$ cat src/rtl/stream_delay_buffered_pkg.sv
// stream_delay_pkg: shared types and constants for the buffered stream delayer.
//   delay_mode_e : selects where each beat's delay comes from.
//   LfsrPoly     : Galois tap mask for x^16+x^14+x^13+x^11+1.
//   DefaultSeed  : default reset/clear value of the LFSR (must be non-zero).
//   lfsr_step    : one right-shifting Galois LFSR step.
package stream_delay_pkg;

    typedef enum logic [1:0] {
        DelayFixed,
        DelayRandom,
        DelayProg
    } delay_mode_e;

    localparam logic [15:0] LfsrPoly    = 16'hB400;
    localparam logic [15:0] DefaultSeed = 16'hACE1;

    function automatic logic [15:0] lfsr_step(input logic [15:0] state);
        return state[0] ? ((state >> 1) ^ LfsrPoly) : (state >> 1);
    endfunction

endpackage

$ cat src/rtl/stream_delay_buffered_rng.sv
// stream_delay_rng: 16-bit Galois LFSR used as the pseudo-random delay source.
// Ports:
//   clk_i  - clock, rising edge
//   rst_i  - synchronous active-high reset, loads Seed
//   clr_i  - synchronous clear, same effect as rst_i
//   en_i   - advance one step this cycle
//   q_o    - current LFSR state
module stream_delay_rng
    import stream_delay_pkg::*;
#(
    parameter logic [15:0] Seed = DefaultSeed
) (
    input  logic        clk_i,
    input  logic        rst_i,
    input  logic        clr_i,
    input  logic        en_i,
    output logic [15:0] q_o
);

    logic [15:0] lfsr_q;
    logic [15:0] lfsr_d;

    always_comb begin
        lfsr_d = lfsr_q;
        if (en_i) begin
            lfsr_d = lfsr_step(lfsr_q);
        end
    end

    always_ff @(posedge clk_i) begin
        if (rst_i || clr_i) begin
            lfsr_q <= Seed;
        end else begin
            lfsr_q <= lfsr_d;
        end
    end

    assign q_o = lfsr_q;

endmodule

$ cat src/rtl/stream_delay_buffered.sv
// stream_delay_buffered: valid/ready stream delayer with a Depth-entry in-order
// buffer. Each accepted beat gets its own delay (fixed, LFSR or delay_i) and is
// presented once its countdown expires and it has reached the head.
// Ports:
//   clk_i          - clock, rising edge
//   rst_i          - synchronous active-high reset
//   clr_i          - synchronous clear, same effect as rst_i
//   delay_i        - per-beat delay, used only in DelayProg mode
//   payload_i      - upstream data
//   valid_i        - upstream valid
//   ready_o        - upstream ready (buffer not full)
//   payload_o      - head entry data
//   valid_o        - head entry present and its countdown expired
//   ready_i        - downstream ready
//   occupancy_o    - number of entries held
//   beats_o        - pop count        (only with STREAM_DELAY_BUFFERED_STATS_EN)
//   stall_cycles_o - valid && !ready  (only with STREAM_DELAY_BUFFERED_STATS_EN)
module stream_delay_buffered
    import stream_delay_pkg::*;
#(
    parameter type         payload_t  = logic [31:0],
    parameter int unsigned Depth      = 4,
    parameter int unsigned DelayWidth = 4,
    parameter delay_mode_e Mode       = DelayFixed,
    parameter int unsigned FixedDelay = 1,
    parameter logic [15:0] LfsrSeed   = DefaultSeed,
    localparam int unsigned AddrW     = $clog2(Depth),
    localparam int unsigned OccW      = AddrW + 1
) (
    input  logic                  clk_i,
    input  logic                  rst_i,
    input  logic                  clr_i,
    input  logic [DelayWidth-1:0] delay_i,
    input  payload_t              payload_i,
    input  logic                  valid_i,
    output logic                  ready_o,
    output payload_t              payload_o,
    output logic                  valid_o,
    input  logic                  ready_i,
`ifdef STREAM_DELAY_BUFFERED_STATS_EN
    output logic [31:0]           beats_o,
    output logic [31:0]           stall_cycles_o,
`endif
    output logic [OccW-1:0]       occupancy_o
);

    payload_t              payload_q [Depth];
    payload_t              payload_d [Depth];
    logic [DelayWidth-1:0] cnt_q     [Depth];
    logic [DelayWidth-1:0] cnt_d     [Depth];
    logic [AddrW-1:0]      wr_ptr_q, wr_ptr_d;
    logic [AddrW-1:0]      rd_ptr_q, rd_ptr_d;
    logic [OccW-1:0]       occ_q,    occ_d;

    logic                  push;
    logic                  pop;
    logic [DelayWidth-1:0] delay_sel;
    logic [DelayWidth-1:0] cnt_init;
    logic [15:0]           lfsr_q;
    logic                  lfsr_unused;

    // Upper LFSR bits are deliberately not used as delay.
    assign lfsr_unused = ^lfsr_q;

    // ready_o depends only on registered occupancy: no ready_i -> ready_o path.
    assign ready_o     = (occ_q < OccW'(Depth));
    assign valid_o     = (occ_q != '0) && (cnt_q[rd_ptr_q] == '0);
    assign payload_o   = payload_q[rd_ptr_q];
    assign occupancy_o = occ_q;
    assign push        = valid_i && ready_o;
    assign pop         = valid_o && ready_i;

    if (Mode == DelayRandom) begin : g_rng
        stream_delay_rng #(
            .Seed (LfsrSeed)
        ) u_rng (
            .clk_i (clk_i),
            .rst_i (rst_i),
            .clr_i (clr_i),
            .en_i  (push),
            .q_o   (lfsr_q)
        );
    end else begin : g_no_rng
        assign lfsr_q = '0;
    end

    always_comb begin
        case (Mode)
            DelayRandom: delay_sel = lfsr_q[DelayWidth-1:0];
            DelayProg:   delay_sel = delay_i;
            default:     delay_sel = DelayWidth'(FixedDelay);
        endcase
    end

    // Countdown is loaded with D-1 so the beat is presentable D cycles later;
    // D=0 behaves as D=1 (minimum latency of one cycle).
    assign cnt_init = (delay_sel == '0) ? '0 : delay_sel - DelayWidth'(1);

    always_comb begin
        payload_d = payload_q;
        wr_ptr_d  = wr_ptr_q;
        rd_ptr_d  = rd_ptr_q;
        occ_d     = occ_q;

        // Every entry counts down every cycle, head or not; stale slots
        // count too, which is harmless since they are reloaded on push.
        for (int unsigned i = 0; i < Depth; i++) begin
            cnt_d[i] = (cnt_q[i] != '0) ? cnt_q[i] - DelayWidth'(1) : '0;
        end

        if (push) begin
            payload_d[wr_ptr_q] = payload_i;
            cnt_d[wr_ptr_q]     = cnt_init;
            wr_ptr_d            = wr_ptr_q + AddrW'(1);
        end

        if (pop) begin
            rd_ptr_d = rd_ptr_q + AddrW'(1);
        end

        case ({push, pop})
            2'b10:   occ_d = occ_q + OccW'(1);
            2'b01:   occ_d = occ_q - OccW'(1);
            default: occ_d = occ_q;
        endcase
    end

    always_ff @(posedge clk_i) begin
        if (rst_i || clr_i) begin
            wr_ptr_q <= '0;
            rd_ptr_q <= '0;
            occ_q    <= '0;
            for (int unsigned i = 0; i < Depth; i++) begin
                cnt_q[i] <= '0;
            end
        end else begin
            wr_ptr_q <= wr_ptr_d;
            rd_ptr_q <= rd_ptr_d;
            occ_q    <= occ_d;
            cnt_q    <= cnt_d;
        end
    end

    // Payload storage needs no reset; it is only observed while valid_o=1.
    always_ff @(posedge clk_i) begin
        payload_q <= payload_d;
    end

`ifdef STREAM_DELAY_BUFFERED_STATS_EN
    logic [31:0] beats_q, beats_d;
    logic [31:0] stall_q, stall_d;

    always_comb begin
        beats_d = beats_q;
        stall_d = stall_q;
        if (pop) begin
            beats_d = beats_q + 32'd1;
        end
        if (valid_o && !ready_i) begin
            stall_d = stall_q + 32'd1;
        end
    end

    always_ff @(posedge clk_i) begin
        if (rst_i || clr_i) begin
            beats_q <= '0;
            stall_q <= '0;
        end else begin
            beats_q <= beats_d;
            stall_q <= stall_d;
        end
    end

    assign beats_o        = beats_q;
    assign stall_cycles_o = stall_q;
`endif

endmodule
$ cat config.mk
export PLATFORM = sky130hd
export DESIGN_NAME = stream_delay_buffered
export DESIGN_NICKNAME = d
export VERILOG_FILES = /design/src/rtl/stream_delay_buffered_pkg.sv /design/src/rtl/stream_delay_buffered_rng.sv /design/src/rtl/stream_delay_buffered.sv
export SDC_FILE = /design/constraint.sdc
export NUM_CORES = 1
export LEC_CHECK = 0
export CORE_ASPECT_RATIO = 0.75
export CORE_MARGIN = 1.5
export CORE_UTILIZATION = 25
export CTS_CLUSTER_DIAMETER = 60
export DETAILED_ROUTE_END_ITERATION = 8
export HOLD_SLACK_MARGIN = 0.03
export SLEW_MARGIN = 10
export SYNTH_ARGS = -nofsm -noshare
export SYNTH_HDL_FRONTEND = slang
export SYNTH_HIERARCHICAL = 1
export SYNTH_SLANG_ARGS = --single-unit
$ cat constraint.sdc
create_clock -name clk_i -period 2.5 [get_ports clk_i]
set_input_delay 0.375 -clock clk_i [delete_from_list [all_inputs] [get_ports clk_i]]
set_output_delay 0.375 -clock clk_i [all_outputs]
set_load 0.01 [all_outputs]
Word level (Yosys, flattened, before mapping). Cells that the tools add are included.

Mux-type cells: 17. Add/subtract/negate cells: 8. Magnitude comparators: 4. Equality and inequality tests: 2. Bitwise logic cells: 4. Reduce and logical (&&, ||, !) cells: 12.

Operator list (number): bitwise mux 128 bit (1); 2-to-1 mux 32 bit (3); binary-select mux 32 bit (select 2 bit) (1); demux 32 bit (select 2 bit) (1); 2-to-1 mux 4 bit (7); AND 16 bit (1); 2-to-1 mux 16 bit (1); NOT 16 bit (1); nonzero test 4 bit (4); subtractor 4 x 1 -> 4 bit (second input constant) (4); binary-select mux 4 bit (select 2 bit) (1); demux 4 bit (select 2 bit) (1); greater-or-equal comparator 3 bit (second input constant) (2); NOT 2 -> 3 bit (2); case mux 3 bit (2 select lines) (1); adder 2 x 1 -> 2 bit (second input constant) (2); logical AND 1 bit (4); zero test 4 bit (1); adder 3 x 1 -> 3 bit (second input constant) (1); less-than comparator 3 x 1 -> 1 bit (second input constant) (1); less-than comparator 3 bit (second input constant) (1); nonzero test 3 bit (1); subtractor 3 x 1 -> 3 bit (second input constant) (1); == test 2 x 1 -> 1 bit (second input constant) (1); other kinds (3) (3).

Bits in registers: 151.

Longest topological paths before layout. Gate-level depths: netlist (run 1).

Depth in word-level cells: 9. Gate-level depth with buffers: 10.

Least setup slack after synthesis (run 1). Ideal clock, no wire load.

Path kind: flip-flop to flip-flop. From: register rd_ptr_q[1]. To: register occ_q[2] (netlist: occupancy_o[2]). Arrival: 2.186 ns. Slack: 0.244 ns. Cell stages (with the launch flop): 11. Required time: 2.430 ns. Clock period less this slack: 2.256 ns. Buffers on the path: 1. Path through: dfxtp_1 -> buf_6 -> nor4_2 -> a22oi_2 -> a21oi_4 -> ha_1 -> inv_1 -> fa_1 -> xor2_1 -> or3_1 -> a21oi_1.

Word-level cells in the longest chain between the ends: 9. Elaborated cells between the ends (all ways): 11. Those cells by class: eq/ne (2); mux (4); bitwise (1); reduce/logical (4).

Ends and longest elaborated chain: start, declared (line stream_delay_buffered.sv:52) `logic [AddrW-1:0] rd_ptr_q, rd_ptr_d;`; start signal, assigned (line stream_delay_buffered.sv:138) `rd_ptr_q <= rd_ptr_d;`; NOT 2 -> 3 bit (not written as such) (*) (line stream_delay_buffered.sv:67) `assign valid_o = (occ_q != '0) && (cnt_q[rd_ptr_q] == '0);`; binary-select mux 4 bit (select 2 bit) (*) (line stream_delay_buffered.sv:67); 2-to-1 mux 4 bit (not written as such) (*) (2 in a row) (line stream_delay_buffered.sv:67); zero test 4 bit (*) (line stream_delay_buffered.sv:67); logical AND 1 bit (*) (line stream_delay_buffered.sv:67); logical AND 1 bit (*) (line stream_delay_buffered.sv:71) `assign pop = valid_o && ready_i;`; == test 2 x 1 -> 1 bit or == test 2 bit (tied branches) (line stream_delay_buffered.sv:121) `case ({push, pop})`; case mux 3 bit (2 select lines) or nonzero test 2 bit (tied branches); end signal, assigned (line stream_delay_buffered.sv:132) `occ_q <= '0;`; end signal, assigned (line stream_delay_buffered.sv:139) `occ_q <= occ_d;`; end, declared (line stream_delay_buffered.sv:53) `logic [OccW-1:0] occ_q, occ_d;`.

Mark *: on every way between the ends. The rest lies on a longest branch, timed or not. The select of a mux whose other input is x is not followed. A chain may end at the register's enable or synchronous reset.

==> impl_metrics.csv, run 1 <==
group,metric,value,unit
timing,fin_ws,0.0657,ns
floorplanning,rows,47,
global_route,grt_pass1_wl,18500,um
finish,drive_above_1_share,23.9,%
synthesis,postSynth.asyncResetShare,0,%
synthesis,synth_edf_count,128,
synthesis,syn_nets,339,
global_route,grt_pass1_vias,3303,
place,dp_slack,0.0380,ns
synthesis,yosysUniqueCellTypes,34,
cts,cts_buffers,17,
power_and_ir_drop,power,0.00570,W
setup_path,critical_path.slowest_cell,"mux4_2",
drt,first_iter_violations,146,
timing,final.period_utilization,97.4,%
finish,diodes,0,
finish,area_growth,33.5,%
timing,setup_viol,0,
floorplanning,pin_count,78,
global_route,grt_overflow,0,
drt,drc,0,
synthesis,yosys.area.top_type,"edfxtp_1",
floorplanning,fp.dieW,178,um
synthesis,yosysSeqAreaShare,75.0,%
timing,finalHoldViolCount,0,
synthesis,netlist.area_leader.share,67.0,%
global_route,antenna_found_initial,0,
synthesis,syn_area,5740,sq um
setup_path,worstPathCellList,"buf_12 -> mux4_2 -> clkdlybuf4s50_1",
floorplanning,die_y,134,um
place,dp_hpwl,7740,um
drt,wl_per_cell,16.8,um
drt,num_vias,2989,
synthesis,yosysMostFrequentCell,"edfxtp_1",
synthesis,synthCells,292,
setup_path,cp.arrival,2.06,ns
min_path,hold_class,"reg2reg",
drt,wl,11800,um
cts,clock_latency,0.41,ns
power_and_ir_drop,power.leakage,2.50,nW
setup_path,cp.buffers_inverters,2,
setup_path,cp-start-kind,"register",
drt,ant_nets,0,
cts,cts_root_buffer,"clkbuf_16",
cts,clock-sinks,151,
setup_path,critical-path-top-delay-family,"buffers and inverters",
floorplanning,die_area,23900,sq um
global_route,grt_max_degree,24,
place,place_area,6970,sq um
place,port_buffers,73,
job,drv_cap,0,
timing,finalSetupTns,0,ns
setup_path,critPathCaptureType,"primary output",
power_and_ir_drop,peakVddDrop,360,uV
synthesis,ys_warn_count,6,
floorplanning,start_util,25.7,%
synthesis,synthFlopType,"edfxtp_1",
synthesis,ys_top_cells_by_count,"edfxtp_1 (128), mux4_2 (32), dfxtp_1 (23), nor2_1 (15), a21oi_1 (11)",
global_route,grt_use_total,10.6,%
power_and_ir_drop,powerDensity,745,nW/um^2
synthesis,ys_ff_latch,151,
setup_path,cp_data_required_time,2.12,ns
timing,rsz0062_at_grt,"true",
place,gp_routability_congestion,0.660,
setup_path,path_class,"reg2out",
synthesis,synthTopCellsByArea,"edfxtp_1 (67%), mux4_2 (13%), dfxtp_1 (8.0%)",
floorplanning,core_area,22300,sq um
cts,clkTransAtPathRegs,0.07,ns
finish,final_core_util,34.4,%
synthesis,avgSynthCellArea,19.6,sq um
setup_path,critPathMaxFanout,10,
cts,ctsHoldBuffers,0,
timing,slew_viol_final,0,
finish,nets,440,
drt,via_per_inst,4.27,
cts,clock_path_buffers,2,
setup_path,cpPeakStageDelay,0.52,ns
timing,slew_headroom,68.7,%
finish,stdcell_area,7660,sq um
status,outcome,"completed",
timing,worst_pin_slew,0.468,ns
cts,cts_tree,"done",
timing,max_freq,411,MHz
drt,first_pass_iters,4,
timing,min_period,2.43,ns
timing,clock_skew,0.00957,ns
cts,htree_levels,4,
-- logic make-up after synthesis --
kind of cell / share of synthesized area, %
AND/OR/NAND/NOR: 5.34
AO/OA/AOI/OAI: 3.27
XOR/XNOR: 0.458
multiplexers: 12.9
flip-flops: 75.0
buffers and inverters: 1.53
adder cells (fa/ha/maj): 1.44
-- registers in the layout, summed over array words and instances, names as in the netlist --
signal and count:
payload_q 128, cnt_q 16, occupancy_o 3, rd_ptr_q 2
wr_ptr_q 2
-- routing by layer --
layer / track usage [%] / up-vias / share of wire (%)
met3: 3.03 / 15 / 3.9
met4: 4.25 / 0 / 1.5
met5: 0 / - / 0
met2: 18.2 / 56 / 52
li1: - / 1381 / -
met1: 12.6 / 1537 / 43
-- final cells by class --
cell class / count / area [sq um]
Tap cell: 294 / 368
Inverter: 7 / 26.3
Sequential cell: 151 / 4310
Multi-Input combinational cell: 125 / 1360
Clock inverter: 15 / 169
Clock buffer: 17 / 425
Fill cell: 2075 / 14600
Timing Repair Buffer: 91 / 995
-- stage by stage --
stage / hold slack [ns] / cells
detailed placement: 0.491 / 664
finish: 0.511 / 700
global route: 0.541 / 700
floorplan: 0.457 / 292
CTS: 0.510 / 696
global placement: 0.470 / 664
-- where the power goes --
| group | switching, W | internal (W) | leakage (nW) |
|---|---|---|---|
| sequential | 0.0000163 | 0.00279 | 1.36 |
| clock | 0.00106 | 0.00149 | 0.283 |
| combinational | 0.000153 | 0.000194 | 0.857 |
-- final timing paths --
check | cells after the start | to | slack [ns] | startpoint
min | 1 | cnt_q[4] | 0.51 | cnt_q[4]
max | 3 | payload_o[11] | 0.07 | rd_ptr_q[0]
min reg2reg | 1 | cnt_q[4] | 0.51 | cnt_q[4]
max reg2reg | 9 | occupancy_o[2] | 0.10 | rd_ptr_q[0]
-- repair_timing --
item                                    CTS  global route
endpoints found under the setup margin   33            17
pin swaps                                 0             1
resized for setup                        23            11
cloned                                    0             0
hold endpoints to repair                  0             0
buffers inserted                          0             4
-- worst reg2reg max path, stage by stage, from the launching register on --
cell     delay (ns)
dfxtp_4        0.40
nor4_2         0.29
a22oi_2        0.17
a21oi_4        0.20
ha_1           0.20
inv_1          0.06
fa_1           0.38
xor2_1         0.17
or3_1          0.32
a21oi_1        0.16
-- cell usage in the layout (no fill, tap or decap), types with 5 or more instances in the layout --
cell type        Yosys  layout
edfxtp_1           128     128
nor2_1              15      15
clkdlybuf4s50_1      0      52
ha_1                 5       5
dlymetal6s2s_1       0       6
inv_6                0       5
buf_12               0      10
clkbuf_16            0      17
o21ai_0              9       9
dlygate4sd2_1        0      15
nor3_1               8       8
inv_1                7       7
nand2_1              7       7
dfxtp_1             23      21
mux4_2              32      32
buf_4                3       7
a21oi_1             11      11
(Power assumes the default switching activity.)
==> inputs of run 2 (changes only) <==
Settings changed: CAP_MARGIN set to 10.
==> results of run 2 <==
Final layout, timing and power as in run 1 (identical DEF).
